==> src/rtl/mcctrl_pkg.sv <==
// Shared encodings for the multi-cycle MIPS controller: states, ALU ops, opcodes and datapath select codes.
// S_JAL is only reachable when MCCTRL_JAL_EN is defined.
package mcctrl_pkg;

   typedef enum logic [3:0] {
      S_RST    = 4'd0,
      S_FETCH  = 4'd1,
      S_DECODE = 4'd2,
      S_MADDR  = 4'd3,
      S_MRD    = 4'd4,
      S_MWB    = 4'd5,
      S_MWR    = 4'd6,
      S_EXE    = 4'd7,
      S_RWB    = 4'd8,
      S_IEXE   = 4'd9,
      S_IWB    = 4'd10,
      S_BEQ    = 4'd11,
      S_JMP    = 4'd12,
      S_JAL    = 4'd13
   } state_t;

   localparam logic [2:0] ALU_NOP = 3'b000;
   localparam logic [2:0] ALU_ADD = 3'b001;
   localparam logic [2:0] ALU_SUB = 3'b010;
   localparam logic [2:0] ALU_AND = 3'b011;
   localparam logic [2:0] ALU_OR  = 3'b100;
   localparam logic [2:0] ALU_SLT = 3'b101;

   localparam logic [5:0] OP_RTYPE = 6'b000000;
   localparam logic [5:0] OP_J     = 6'b000010;
   localparam logic [5:0] OP_JAL   = 6'b000011;
   localparam logic [5:0] OP_BEQ   = 6'b000100;
   localparam logic [5:0] OP_ADDI  = 6'b001000;
   localparam logic [5:0] OP_ORI   = 6'b001101;
   localparam logic [5:0] OP_LW    = 6'b100011;
   localparam logic [5:0] OP_SW    = 6'b101011;

   localparam logic [5:0] FN_ADD  = 6'b100000;
   localparam logic [5:0] FN_ADDU = 6'b100001;
   localparam logic [5:0] FN_SUB  = 6'b100010;
   localparam logic [5:0] FN_SUBU = 6'b100011;
   localparam logic [5:0] FN_AND  = 6'b100100;
   localparam logic [5:0] FN_OR   = 6'b100101;
   localparam logic [5:0] FN_SLT  = 6'b101010;

   localparam logic [1:0] ASRCB_B     = 2'b00;
   localparam logic [1:0] ASRCB_4     = 2'b01;
   localparam logic [1:0] ASRCB_IMM   = 2'b10;
   localparam logic [1:0] ASRCB_IMMSH = 2'b11;

   localparam logic [1:0] PCSRC_ALU    = 2'b00;
   localparam logic [1:0] PCSRC_ALUOUT = 2'b01;
   localparam logic [1:0] PCSRC_JUMP   = 2'b10;

   localparam logic [1:0] GPR_RD = 2'b00;
   localparam logic [1:0] GPR_RT = 2'b01;
   localparam logic [1:0] GPR_RA = 2'b10;

   localparam logic [1:0] WD_ALUOUT = 2'b00;
   localparam logic [1:0] WD_MDR    = 2'b01;
   localparam logic [1:0] WD_PC     = 2'b10;

endpackage

==> src/rtl/mcctrl_aludec.sv <==
// R-type function decode: maps Funct to an ALU operation, flags unsupported codes.
module mcctrl_aludec
   import mcctrl_pkg::*;
(
   input  logic [5:0] funct,
   output logic [2:0] alu_op,
   output logic       valid
);

   always_comb begin
      alu_op = ALU_NOP;
      valid  = 1'b1;
      case (funct)
         FN_ADD, FN_ADDU: alu_op = ALU_ADD;
         FN_SUB, FN_SUBU: alu_op = ALU_SUB;
         FN_AND:          alu_op = ALU_AND;
         FN_OR:           alu_op = ALU_OR;
         FN_SLT:          alu_op = ALU_SLT;
         default:         valid  = 1'b0;
      endcase
   end

endmodule

==> src/rtl/mcctrl.sv <==
// Multi-cycle control FSM for the shared-ALU / unified-memory MIPS datapath.
// Optional jal support is enabled by defining MCCTRL_JAL_EN.
//
// state    | meaning
// ---------+---------------------------------------------------------
// S_RST    | reset, all outputs idle
// S_FETCH  | read IR at PC, PC <= PC+4 when memory is ready
// S_DECODE | dispatch on Op, branch target into ALUOut
// S_MADDR  | effective address A + sext(imm)
// S_MRD    | load data read at ALUOut
// S_MWB    | load write-back to rt from MDR
// S_MWR    | store write at ALUOut
// S_EXE    | R-type ALU operation
// S_RWB    | R-type write-back to rd
// S_IEXE   | addi / ori ALU operation
// S_IWB    | immediate write-back to rt
// S_BEQ    | compare, PC <= ALUOut when equal
// S_JMP    | PC <= jump target
// S_JAL    | PC <= jump target, r31 <= PC (optional)
module mcctrl
   import mcctrl_pkg::*;
#(
   parameter int STATE_W = 4
) (
   input  logic               clk,
   input  logic               rst,
   input  logic [5:0]         Op,
   input  logic [5:0]         Funct,
   input  logic               Zero,
   input  logic               mem_ready,
   output logic               PCWr,
   output logic               IRWrite,
   output logic               IorD,
   output logic               MemRead,
   output logic               MemWrite,
   output logic               RegWrite,
   output logic               ALUSrcA,
   output logic [1:0]         ALUSrcB,
   output logic [2:0]         ALUOp,
   output logic [1:0]         PCSource,
   output logic               EXTOp,
   output logic [1:0]         GPRSel,
   output logic [1:0]         WDSel,
   output logic               illegal,
   output logic [STATE_W-1:0] state_dbg
);

   state_t     state_q;
   state_t     state_n;
   logic [2:0] fn_alu_op;
   logic       fn_valid;

   mcctrl_aludec u_aludec (
      .funct  (Funct),
      .alu_op (fn_alu_op),
      .valid  (fn_valid)
   );

   always_ff @(posedge clk or posedge rst) begin
      if (rst) state_q <= S_RST;
      else     state_q <= state_n;
   end

   always_comb begin
      state_n = S_FETCH;
      case (state_q)
         S_RST:   state_n = S_FETCH;
         S_FETCH: state_n = mem_ready ? S_DECODE : S_FETCH;
         S_DECODE: begin
            case (Op)
               OP_LW, OP_SW:    state_n = S_MADDR;
               OP_RTYPE:        state_n = S_EXE;
               OP_ADDI, OP_ORI: state_n = S_IEXE;
               OP_BEQ:          state_n = S_BEQ;
               OP_J:            state_n = S_JMP;
`ifdef MCCTRL_JAL_EN
               OP_JAL:          state_n = S_JAL;
`endif
               default:         state_n = S_FETCH;
            endcase
         end
         S_MADDR: state_n = (Op == OP_SW) ? S_MWR : S_MRD;
         S_MRD:   state_n = mem_ready ? S_MWB : S_MRD;
         S_MWB:   state_n = S_FETCH;
         S_MWR:   state_n = mem_ready ? S_FETCH : S_MWR;
         S_EXE:   state_n = fn_valid ? S_RWB : S_FETCH;
         S_RWB:   state_n = S_FETCH;
         S_IEXE:  state_n = S_IWB;
         S_IWB:   state_n = S_FETCH;
         S_BEQ:   state_n = S_FETCH;
         S_JMP:   state_n = S_FETCH;
`ifdef MCCTRL_JAL_EN
         S_JAL:   state_n = S_FETCH;
`endif
         default: state_n = S_FETCH;
      endcase
   end

   always_comb begin
      PCWr     = 1'b0;
      IRWrite  = 1'b0;
      IorD     = 1'b0;
      MemRead  = 1'b0;
      MemWrite = 1'b0;
      RegWrite = 1'b0;
      ALUSrcA  = 1'b0;
      ALUSrcB  = ASRCB_B;
      ALUOp    = ALU_NOP;
      PCSource = PCSRC_ALU;
      EXTOp    = 1'b0;
      GPRSel   = GPR_RD;
      WDSel    = WD_ALUOUT;
      illegal  = 1'b0;
      case (state_q)
         S_FETCH: begin
            MemRead  = 1'b1;
            ALUSrcB  = ASRCB_4;
            ALUOp    = ALU_ADD;
            PCSource = PCSRC_ALU;
            IRWrite  = mem_ready;
            PCWr     = mem_ready;
         end
         S_DECODE: begin
            ALUSrcB = ASRCB_IMMSH;
            ALUOp   = ALU_ADD;
            EXTOp   = 1'b1;
            case (Op)
               OP_LW, OP_SW, OP_RTYPE, OP_ADDI, OP_ORI, OP_BEQ, OP_J: illegal = 1'b0;
`ifdef MCCTRL_JAL_EN
               OP_JAL:  illegal = 1'b0;
`endif
               default: illegal = 1'b1;
            endcase
         end
         S_MADDR: begin
            ALUSrcA = 1'b1;
            ALUSrcB = ASRCB_IMM;
            EXTOp   = 1'b1;
            ALUOp   = ALU_ADD;
         end
         S_MRD: begin
            IorD    = 1'b1;
            MemRead = 1'b1;
         end
         S_MWB: begin
            RegWrite = 1'b1;
            GPRSel   = GPR_RT;
            WDSel    = WD_MDR;
         end
         S_MWR: begin
            IorD     = 1'b1;
            MemWrite = 1'b1;
         end
         S_EXE: begin
            ALUSrcA = 1'b1;
            ALUSrcB = ASRCB_B;
            ALUOp   = fn_alu_op;
            illegal = ~fn_valid;
         end
         S_RWB: begin
            RegWrite = 1'b1;
            GPRSel   = GPR_RD;
            WDSel    = WD_ALUOUT;
         end
         S_IEXE: begin
            ALUSrcA = 1'b1;
            ALUSrcB = ASRCB_IMM;
            if (Op == OP_ORI) begin
               EXTOp = 1'b0;
               ALUOp = ALU_OR;
            end else begin
               EXTOp = 1'b1;
               ALUOp = ALU_ADD;
            end
         end
         S_IWB: begin
            RegWrite = 1'b1;
            GPRSel   = GPR_RT;
            WDSel    = WD_ALUOUT;
         end
         S_BEQ: begin
            ALUSrcA  = 1'b1;
            ALUSrcB  = ASRCB_B;
            ALUOp    = ALU_SUB;
            PCSource = PCSRC_ALUOUT;
            PCWr     = Zero;
         end
         S_JMP: begin
            PCSource = PCSRC_JUMP;
            PCWr     = 1'b1;
         end
`ifdef MCCTRL_JAL_EN
         S_JAL: begin
            PCSource = PCSRC_JUMP;
            PCWr     = 1'b1;
            RegWrite = 1'b1;
            GPRSel   = GPR_RA;
            WDSel    = WD_PC;
         end
`endif
         default: ;
      endcase
   end

   assign state_dbg = STATE_W'(state_q);

endmodule

==> config.mk <==
export PLATFORM = sky130hd
export DESIGN_NAME = mcctrl
export DESIGN_NICKNAME = d
export VERILOG_FILES = /design/src/rtl/mcctrl_pkg.sv /design/src/rtl/mcctrl_aludec.sv /design/src/rtl/mcctrl.sv
export SDC_FILE = /design/constraint.sdc
export NUM_CORES = 1
export LEC_CHECK = 0
export CAP_MARGIN = 25
export CORE_MARGIN = 2
export CORE_UTILIZATION = 37
export DETAILED_ROUTE_END_ITERATION = 16
export GPL_TIMING_DRIVEN = 0
export PLACE_DENSITY = 0.79
export SYNTH_ARGS = -nofsm -noshare
export SYNTH_HDL_FRONTEND = slang
export SYNTH_SLANG_ARGS = --single-unit
==> constraint.sdc <==
create_clock -name clk -period 1.7 [get_ports clk]
set_input_delay 0.17 -clock clk [delete_from_list [all_inputs] [get_ports clk]]
set_output_delay 0.17 -clock clk [all_outputs]
set_load 0.005 [all_outputs]
==> implementation parameters <==
Parameter                              Value

Status
  Result of the run    finished with violations
  Violated checks    setup timing

Pwr
  Part of the power in registers    11.6%
  Maximum vdd drop    around 900 uV
  Relative contribution of the clock network to total power    between 7 and 8%
  Static Leak    0.605 nW
  NetSw    between 600 and 700 uW
  Part of the power in combinational logic    80.7%
  Power density over the cells    between 1000 and 1500 mW/mm^2
  Sw Share    43.6%
  Internal power    851 uW

Layout
  Most common library cell in the layout ignoring fill and taps    sky130_fd_sc_hd__buf_4
  Leading cell types in the layout, fill and taps excluded    16 x sky130_fd_sc_hd__buf_4, 15 x sky130_fd_sc_hd__nor2_1, 15 x sky130_fd_sc_hd__dlygate4sd2_1
  Area overhead of the layout relative to synthesis    94.6%
  Number of flip-flops under the largest register name    4
  Antenna Diode Count    0
  Non-filler instance count after layout    183
  Ratio of cells with drive above 1 in the final layout    34.2%
  Nets    176
  Fill cell instance count of the final layout    138

GRT
  Number of antenna violations at the first check in global routing    0
  Number of global-route vias before repair    903
  Overall fraction of global-route tracks in use    25.8%
  Wire length of the first global-routing pass    4090 um
  Maximum number of pins on one net before global-route repair    11
  Total congestion overflow    0

Synthesis
  Netlist Area Pre-Place    691 sq um
  Syn. warnings    0
  Cell types occupying the most area after synthesis    sky130_fd_sc_hd__dfrtp_1 14%, sky130_fd_sc_hd__nor2_1 9.8%, sky130_fd_sc_hd__nand2b_1 8.2%, sky130_fd_sc_hd__a21oi_1 5.8%, sky130_fd_sc_hd__nor3_1 4.3%
  Average cell area after synthesis    6.58 sq um
  Number of instances in the synthesized netlist    105
  Number of different library cells in the post-synthesis netlist    35
  Number of synthesized register bits    4
  Post-synthesis cell type with the largest combined area    sky130_fd_sc_hd__dfrtp_1
  Share of synthesized area occupied by flip-flops and latches    14.5%
  Portion of synthesized cell area occupied by the leading cell type    14.5%

STA
  Crit path setup slack, layout    -0.0975 ns
  Unrepaired setup endpoints after global routing    true
  Tmin final    around 1.8 ns
  Count of pins over their slew limit    0
  Highest clock rate    approximately 560 MHz
  Setup TNS Final    -0.118 ns
  Final number of setup-violating endpoints    2
  Final cycle utilization of the critical path    106%
  Hold Fails Final Rpt    0
  Clock tree skew after final layout    0.00998 ns

Run
  Number of maximum-capacitance constraint violations    0

Placed design
  Placed Instances    168
  Buffers added on ports    37
  Post-DP HPWL    between 1500 and 2000 um
  Final Wtd Congestion    0.804

Die
  Effective utilization at floorplan    between 30% and 40%
  Number of primary I/O pins    40
  Die X    47.2 um
  Full die area    0.00223 sq mm
  Number of rows in the core area    15
  Core area    about 0.0017 sq mm
  Height of the die    47.2 um

Clocking
  CTS sink count    4
  Clk root buf    sky130_fd_sc_hd__clkbuf_4
  Hold buffer count at cts    0
  Maximum clock insertion buffer count    2
  Clock latency of the later-clocked register in the worst-skew pair    0.24 ns
  TritonCTS buffer count    3
  Depth of the CTS H-tree    1
  CTS clock-pin slew for the worst setup and hold paths    around 0.04 ns
  CTS tree    built

Route
  Sum of routed wire length over all layers    2710 um
  Vias post-DR    between 1000 and 1500
  Via density    roughly 5.6
  DRC viols    0
  Mean routed wirelength per cell    14.8 um
  Final ANT Viol Nets    0
  Number of search-and-repair iterations in the first detailed-routing pass    4
  Initial drt markers    24

Setup path
  Data arrival time of the critical path    ~1.6 ns
  Required @ worst endpoint    1.53 ns
  Capturing element type of the critical path    output port
  Path type of the worst setup path    reg -> out
  Top fanout value on the critical path    7
  CP max-delay cell    sky130_fd_sc_hd__or4_4
  Largest stage delay on the critical path    0.48 ns
  CP startpoint kind    flip-flop
  CP cell instances    buf_6 -> nand2b_4 -> or4_4 -> a21oi_2 -> buf_2

Worst hold path
  Kind of path behind the tightest hold check    in -> async
## layout make-up
class / count / area [sq um] / area share (%)
well taps: 25 / 31.3 / 2.33
clock buffers: 3 / 22.5 / 1.68
inverters: 5 / 18.8 / 1.40
plain buffers: 7 / 75.1 / 5.59
flip-flops and latches: 4 / 103 / 7.63
multi-input cells: 88 / 656 / 48.8
repair buffers: 51 / 438 / 32.6
## routing by layer
metal | track usage [%] | vias up | share of wire (%)
met4 | 11.7 | 0 | 4.8
met5 | 0 | - | 0
met2 | 45.2 | 50 | 49
met3 | 4.62 | 16 | 6.1
li1 | - | 486 | -
met1 | 30.4 | 473 | 40
## worst max-delay path: cells and delay by family, from the launching register on
kind,cells,cell delay [ns]
AOI/OAI and AO/OA,1,0.15
buffers and inverters,2,0.26
DFF,1,0.38
and+or+nand+nor,2,0.62
## repair_timing
| item | 4_1_cts | 5_1_grt |
|---|---|---|
| pin swaps | 5 | 5 |
| resized for setup | 66 | 20 |
| endpoints found under the hold margin | 0 | 0 |
| setup endpoints to repair | 18 | 11 |
| setup buffers | 10 | 4 |
## synthesized netlist by cell type, drive strengths merged
cell / n
a211oi: 3
a21oi: 8
a221o: 1
a31o: 1
a31oi: 3
a32o: 1
and2: 1
and4b: 1
buf: 4
clkbuf: 5
conb: 1
dfrtp: 4
inv: 5
maj3: 1
mux2i: 1
nand2: 6
nand2b: 10
nand3: 2
nor2: 18
nor3: 6
nor3b: 3
nor4b: 1
nor4bb: 1
o211ai: 1
o21a: 1
o21ai: 5
o22ai: 3
o32ai: 3
o41ai: 1
or3: 1
or4: 2
xnor2: 1
## path summary, 6_finish.rpt
path | start | to | slack [ns] | depth (start not counted)
worst min register to register | state_dbg[3] | state_dbg[2] | 0.76 | 3
worst min-delay path | rst | state_dbg[0] | 0.17 | 2
worst max register to register | state_dbg[3] | state_dbg[0] | 0.17 | 8
min in group clk | Op[1] | state_dbg[1] | 0.48 | 4
worst max-delay path | state_dbg[3] | ALUOp[1] | -0.1 | 5
max in group asynchronous | rst | state_dbg[1] | 1.34 | 2
## power groups by stage
stage	combinational [mW]	clock, mW	sequential, mW
finish	1.22	0.117	0.174
global route	1.29	0.131	0.175
CTS	1.09	0.125	0.167
detailed placement	0.919	0	0.173
global placement	0.913	0	0.171
floorplan	0.459	0	0.166
## logic make-up (layout without fill, tap and decap cells)
family | Yosys count | in the layout | synth area share (%)
AO/OA/AOI/OAI | 31 | 31 | 29.5
XOR/XNOR | 1 | 1 | 1.27
adder cells (fa/ha/maj) | 1 | 1 | 1.45
buffers and inverters | 14 | 66 | 10.9
flip-flops | 4 | 4 | 14.5
multiplexers | 1 | 1 | 1.45
other | 1 | 2 | 0.543
AND/OR/NAND/NOR | 52 | 52 | 40.4
## stage by stage
stage	power [mW]	util [%]	hold slack (ns)	area, sq um	setup slack, ns
floorplan	0.626	-	-0.0639	694	0.138
global placement	1.08	62.8	0.357	1100	-0.541
detailed placement	1.09	62.8	0.360	1100	-0.557
CTS	1.38	73.8	0.101	1290	-0.210
global route	1.59	77.0	0.174	1340	-0.148
finish	1.51	77.0	0.166	1340	-0.0975
No activity file was read; power rests on OpenSTA's default activity.
